--- src/rtl/cb1_alarm_ctrl.sv ---
// Alarm qualifier for the cb1 decoder output: debounces `l`, latches an alarm until ack,
// then enforces a hold-off. Optional auto-acknowledge timer under CB1_ALARM_TIMEOUT_EN.
module cb1_alarm_ctrl #(
    parameter int unsigned QUAL_CYC    = 4,
    parameter int unsigned HOLD_CYC    = 8,
    parameter int unsigned CNT_W       = 8,
    parameter int unsigned TIMEOUT_CYC = 16
) (
    input  logic             clk,
    input  logic             rst_n,
    input  logic             l,
    input  logic             ack,
    output logic             alarm,
    output logic [1:0]       state,
    output logic [CNT_W-1:0] event_cnt,
    output logic             timeout
);

    typedef enum logic [1:0] {StIdle = 2'd0, StQual = 2'd1, StAlarm = 2'd2, StHold = 2'd3} state_e;

    localparam logic [7:0]       QualLast = 8'(QUAL_CYC - 1);
    localparam logic [7:0]       HoldLast = 8'(HOLD_CYC - 1);
    localparam logic [CNT_W-1:0] CntOne   = {{(CNT_W-1){1'b0}}, 1'b1};

    state_e           state_q, state_d;
    logic [7:0]       qcnt_q, qcnt_d;
    logic [7:0]       hcnt_q, hcnt_d;
    logic             alarm_q, alarm_d;
    logic [CNT_W-1:0] cnt_q, cnt_d;

`ifdef CB1_ALARM_TIMEOUT_EN
    localparam int unsigned TW = $clog2(TIMEOUT_CYC + 1);
    localparam logic [TW-1:0] TimeLast = TW'(TIMEOUT_CYC - 1);

    logic [TW-1:0] tcnt_q, tcnt_d;
    logic          timeout_q, timeout_d;
`endif

    always_comb begin
        state_d = state_q;
        qcnt_d  = qcnt_q;
        hcnt_d  = hcnt_q;
        alarm_d = alarm_q;
        cnt_d   = cnt_q;
`ifdef CB1_ALARM_TIMEOUT_EN
        tcnt_d    = tcnt_q;
        timeout_d = timeout_q;
`endif
        unique case (state_q)
            StIdle: begin
                if (l) begin
                    if (QUAL_CYC == 1) begin
                        state_d = StAlarm;
                        alarm_d = 1'b1;
                        cnt_d   = (cnt_q == '1) ? cnt_q : cnt_q + CntOne;
                    end else begin
                        state_d = StQual;
                        qcnt_d  = 8'd1;
                    end
                end
            end
            StQual: begin
                if (!l) begin
                    // Any low sample discards accumulated credit.
                    state_d = StIdle;
                    qcnt_d  = 8'd0;
                end else if (qcnt_q == QualLast) begin
                    state_d = StAlarm;
                    qcnt_d  = 8'd0;
                    alarm_d = 1'b1;
                    cnt_d   = (cnt_q == '1) ? cnt_q : cnt_q + CntOne;
                end else begin
                    qcnt_d = qcnt_q + 8'd1;
                end
            end
            StAlarm: begin
                if (ack) begin
                    state_d = StHold;
                    alarm_d = 1'b0;
                    hcnt_d  = 8'd0;
`ifdef CB1_ALARM_TIMEOUT_EN
                    tcnt_d  = '0;
                end else if (tcnt_q == TimeLast) begin
                    state_d   = StHold;
                    alarm_d   = 1'b0;
                    hcnt_d    = 8'd0;
                    tcnt_d    = '0;
                    timeout_d = 1'b1;
                end else begin
                    tcnt_d = tcnt_q + 1'b1;
`endif
                end
            end
            StHold: begin
                if (hcnt_q == HoldLast) begin
                    state_d = StIdle;
                    hcnt_d  = 8'd0;
                end else begin
                    hcnt_d = hcnt_q + 8'd1;
                end
            end
            default: state_d = StIdle;
        endcase
    end

    always_ff @(posedge clk) begin
        if (!rst_n) begin
            state_q <= StIdle;
            qcnt_q  <= 8'd0;
            hcnt_q  <= 8'd0;
            alarm_q <= 1'b0;
            cnt_q   <= '0;
        end else begin
            state_q <= state_d;
            qcnt_q  <= qcnt_d;
            hcnt_q  <= hcnt_d;
            alarm_q <= alarm_d;
            cnt_q   <= cnt_d;
        end
    end

`ifdef CB1_ALARM_TIMEOUT_EN
    always_ff @(posedge clk) begin
        if (!rst_n) begin
            tcnt_q    <= '0;
            timeout_q <= 1'b0;
        end else begin
            tcnt_q    <= tcnt_d;
            timeout_q <= timeout_d;
        end
    end

    assign timeout = timeout_q;
`else
    assign timeout = 1'b0;
`endif

    assign alarm     = alarm_q;
    assign state     = state_q;
    assign event_cnt = cnt_q;

endmodule

--- config.mk ---
export PLATFORM = sky130hd
export DESIGN_NAME = cb1_alarm_ctrl
export DESIGN_NICKNAME = d
export VERILOG_FILES = /design/src/rtl/cb1_alarm_ctrl.sv
export SDC_FILE = /design/constraint.sdc
export NUM_CORES = 1
export LEC_CHECK = 0
export CORE_MARGIN = 2
export CORE_UTILIZATION = 40
export CTS_CLUSTER_DIAMETER = 60
export CTS_CLUSTER_SIZE = 25
export DETAILED_ROUTE_END_ITERATION = 6
export PLACE_DENSITY = 0.63
export SLEW_MARGIN = 20
export SYNTH_ARGS = -nofsm -noshare
export SYNTH_HDL_FRONTEND = slang
export SYNTH_SLANG_ARGS = --single-unit
--- constraint.sdc ---
create_clock -name clk -period 2.1 [get_ports clk]
set_input_delay 0.42 -clock clk [delete_from_list [all_inputs] [get_ports clk]]
set_output_delay 0.42 -clock clk [all_outputs]
set_load 0.005 [all_outputs]
Word-level counts from Yosys, hierarchy flattened
Index checks and enable logic that the tools add are counted.
{"block": "word_totals", "regBits": 27, "input_bits": 4, "word_cells": 47}
{"block": "classes", "n_addsub": 3, "bitwise_logic": 1, "muxes": 17, "n_eq_ne": 12, "n_reduce_logical": 9}
{"op": "$mux W8", "n": 5}
{"op": "$pmux W8 S2", "n": 2}
{"op": "$add A8 B1 Y8 const B", "n": 3}
{"op": "$reduce_and A4 Y1", "n": 3}
{"op": "$mux W2", "n": 5}
{"op": "$ne A2 B2 Y1 const B", "n": 5}
{"op": "$eq A8 B2 Y1 const B", "n": 1}
{"op": "$eq A8 B3 Y1 const B", "n": 1}
{"op": "$eq A8 B8 Y1 const B", "n": 1}
{"op": "$pmux W2 S4", "n": 1}
{"op": "$reduce_bool A2 Y1", "n": 3}
{"op": "$eq A2 B2 Y1 const B", "n": 2}
{"op": "$reduce_and A2 Y1", "n": 2}
{"op": "$mux W1", "n": 3}
{"op": "$ne A3 B3 Y1 const B", "n": 1}
{"op": "$eq A2 B1 Y1 const B", "n": 1}
{"op": "$logic_not A2 Y1", "n": 1}
{"op": "$pmux W1 S2", "n": 1}
{"op": "$not A1 Y1", "n": 1}

Longest topological paths before layout
Gate-level depths: netlist of the first run.
{"block": "depth", "word_depth": 4, "ltp_mapped": 6, "ltp_nobuf": 5}

Worst setup path before layout of the first run
OpenSTA, ideal clock, no wires.
{"block": "synth_timing", "kind": "reg-to-reg", "from": "register qcnt_q[0]", "to": "register cnt_q[7], in the netlist event_cnt[7]", "path_slack_ns": 0.429, "t_arrival_ns": 1.599, "setup_time_ns": 0.072, "stages_incl_launch_ff": 7, "n_path_buf": 1, "path_cell_list": "dfxtp_1 -> ha_1 -> nor4b_4 -> nand3_1 -> buf_2 -> nor4_2 -> mux2i_1"}
{"block": "synth_between", "elab_chain_cells": 2}
{"item": "start: declaration", "line": "26", "rtl": "logic [7:0] qcnt_q, qcnt_d;"}
{"item": "start signal: assignment", "line": "115", "rtl": "qcnt_q <= qcnt_d;"}
{"item": "$eq A8 B2 Y1", "line": "67", "rtl": "end else if (qcnt_q == QualLast) begin"}
{"item": "$reduce_and A4 Y1 (no line)"}
{"item": "end signal: assignment", "line": "118", "rtl": "cnt_q <= cnt_d;"}
{"item": "end: declaration", "line": "29", "rtl": "logic [CNT_W-1:0] cnt_q, cnt_d;"}
No other way between the ends.
A chain may end at the register's enable or synchronous reset.

Final worst setup path of the first run
{"block": "layout_timing", "from": "register qcnt_q[0]", "to": "register cnt_q[3], in the netlist event_cnt[3]"}
Same word-level chain as after synthesis.

==> impl_results.md, run 1 <==
* P&R area growth vs syn at 19.75%
* CP Capture Type: flip-flop
* RePlAce Congestion at approximately 0.84
* Post-Route Setup TNS at 0 ns
* Avg WL per Cell at roughly 13 µm
* Critical path fanouts, max at 6
* Vias per cell at around 5.5
* Vias at 1289
* Worst R2R Path Depth at 5
* Yosys top cell area share at 0.3826
* FP Rows at 21
* Clock Path Buffers at 2
* Final Non-Filler Cells at around 240
* Total wire length at 3059 µm
* Unrepaired setup endpoints after global routing: false
* CTS Root Cell: clkbuf_4
* Flops & latches, synth at 27
* Relative max-transition margin at 0.6144
* 1st-pass router iterations at 4
* Final worst path period need at roughly 1.8 ns
* Leak pwr at 0.5352 nW
* Vias in the first global route at 1170
* Arr. time, crit path at ~2.1 ns
* Largest net degree at the start of global routing at 16
* Mapped Avg Cell Area at around 8.5 µm²
* Initial antenna violation count at 0
* Final Max Tran Viols at 0
* CP max stage delay at around 0.55 ns
* Hold depth at 2
* Number of synthesized flops with an enable pin at 0
* Critical Path Stages at 5
* Tcrit/Tclk final at 0.8726
* Die X at roughly 63 µm
* Resized cells post-CTS at 0
* Crit path required time at about 2.4 ns
* Drt drc at 0
* CP max-delay cell: or4_1
* Finish-stage setup viols at 0
* Postcts setup bufs at 0
* Status: complete, no violations
* Iter 0 DRT Violations at 89
* CTS clk-pin slew, worst paths at ~0.15 ns
* Min Hold Slack at a little over 0.5 ns
* IO buf count at 14
* Synth top area cells: dfxtp_1, nand2_1, nor2_1, ha_1, nor3_1
* PD cells at between 400 and 500 nW/µm²
* Post-synthesis sequential area ratio at 0.3826
* Clock Skew at approximately 0.0083 ns
* Total GRT Usage at 0.1624
* CP Launch Type: flip-flop
* Num Clock Sinks at 27
* Clock buffer count from CTS at 3
* Clk Latency, worst-skew pair at around 0.33 ns
* Cell taking the most area after synthesis: dfxtp_1
* Grt ovf at 0
* Starting density of the core at 0.4200
* CP Class: reg2reg
* Syn. warnings at 0
* WP buf/inv at 0
* Crit path max-delay family: simple AND/OR/NAND/NOR gates
* Synth Cell Area at approximately 1400 µm²
* Max Cap Violations at 0
* Peak supply drop at about 0.37 mV
* DP Wirelength at 2313 µm
* Peak Freq at 545.7 MHz
* Number of antenna diodes at 0
* Async S/R FF share, synth at 0
* Hold Path Class: reg2reg
* Post-DRT Antenna Nets at 0
* Share of cells above drive strength 1 at 0.1111
* Global-route wire length before repair at between 5000 and 6000 µm
* Core footprint at ~3400 µm²
* Worst-path cell chain: ha_1 > nor4b_4 > nand3_1 > or4_1 > a21oi_1
* Yosys cell types at between 40 and 50
* Final hold viol count at 0
* Gate count after technology mapping at around 170
* Placed insts at approximately 230
* Io pins at 16
* Final core utilization at 0.5030
* Post-CTS Hold Fix Bufs at 0
* Die height at 63.43 µm
* Syn_nets at 174
* Design Power at slightly above 0.8 mW
* Ys flop type: dfxtp_1
* H-Tree Depth at 1
* Full die area at 4023 µm²
* Nets@finish at approximately 200
* Worst-margin pin slew at between 0.5 and 0.6 ns
* CTS tree: yes
worst register-to-register path: cells and delay by family, from the launching register on:
kind / cells / cell delay [ns]
AO/OA/AOI/OAI: 1 / 0.17
adder cells (fa/ha/maj): 1 / 0.20
flip-flops: 1 / 0.45
AND/OR/NAND/NOR: 3 / 0.95
power by group:
group	leakage, nW	internal (mW)	switching, mW
clock	0.0177	0.0715	0.158
combinational	0.299	0.0256	0.0305
sequential	0.218	0.516	0.00414
total	0.535	0.614	0.192
stage by stage:
step / setup slack [ns] / instance area (µm²)
floorplan: 0.4294 / 1413
global placement: 0.1546 / 1664
detailed placement: 0.08382 / 1664
CTS: 0.2833 / 1692
global route: 0.1233 / 1692
finish: 0.2675 / 1692
sequential cells by signal (all words and copies together), names as in the netlist, named ones only:
name / count
event_cnt: 8
alarm: 1
state: 1
qcnt_q: 8
hcnt_q: 8
worst paths after layout:
kind | startpoint | slack [ns] | endpoint
worst min register to register | event_cnt[7] | 0.52 | event_cnt[7]
worst max-delay path | qcnt_q[0] | 0.27 | event_cnt[3]
worst min-delay path | event_cnt[7] | 0.52 | event_cnt[7]
worst max register to register | qcnt_q[0] | 0.27 | event_cnt[3]
layout make-up:
cell class | count | area [µm²]
Clock buffer | 3 | 22.52
Clock inverter | 1 | 5.005
Fill cell | 362 | 1672
Inverter | 5 | 18.77
Multi-Input combinational cell | 128 | 824.5
Sequential cell | 27 | 540.5
Tap cell | 46 | 57.56
Timing Repair Buffer | 25 | 222.7
layout by cell type, fill, tap and decap left out, types with 4 or more instances in the layout:
cell              n
dfxtp_1          27
xnor2_1           5
inv_1             5
a21oi_1           8
nor2_1           16
buf_4            11
nor3_1            9
ha_1              4
o21ai_0           4
nand3_1           8
clkdlybuf4s50_1  14
nand2_1          19
synthesized netlist by cell type (2+ instances only):
library cell,number
o21bai_1,2
a311oi_1,3
o21ai_1,3
o31ai_1,2
nand2_1,19
mux2i_1,2
nor2b_1,3
nand4_1,3
a21oi_1,8
nor4_1,2
a22oi_1,3
nor3_1,9
a31oi_1,2
o311ai_1,2
or4_1,3
buf_2,2
nor2_1,16
ha_1,4
o41ai_1,3
inv_1,5
nand3_1,8
dfxtp_1,27
or3_1,2
clkbuf_1,3
xnor2_1,5
o21ai_0,4
o21a_1,2
layer usage:
layer / share of wire / global-route usage / vias to the layer above
met2: 0.45 / 0.2474 / 32
met3: 0.053 / 0.04107 / 4
met1: 0.49 / 0.2289 / 592
met5: 0 / 0 / -
li1: - / - / 661
met4: 0.010 / 0.04076 / 0
logic make-up after synthesis:
family                     Yosys count  share of synthesized area
AOI/OAI and AO/OA                   39                     0.2002
xor gates and xnor gates             6                    0.03720
adders and majority gates            4                    0.03543
buffers and inverters               11                    0.03366
DFF                                 27                     0.3826
muxes                                3                    0.02214
other                                1                   0.002655
and+or+nand+nor                     75                     0.2861
(Power assumes the default switching activity.)
==> inputs of run 2 (changes only) <==
Settings changed: SKIP_CTS_REPAIR_TIMING set to 1.
==> results of run 2 <==
Final layout, timing and power as in run 1 (identical DEF).
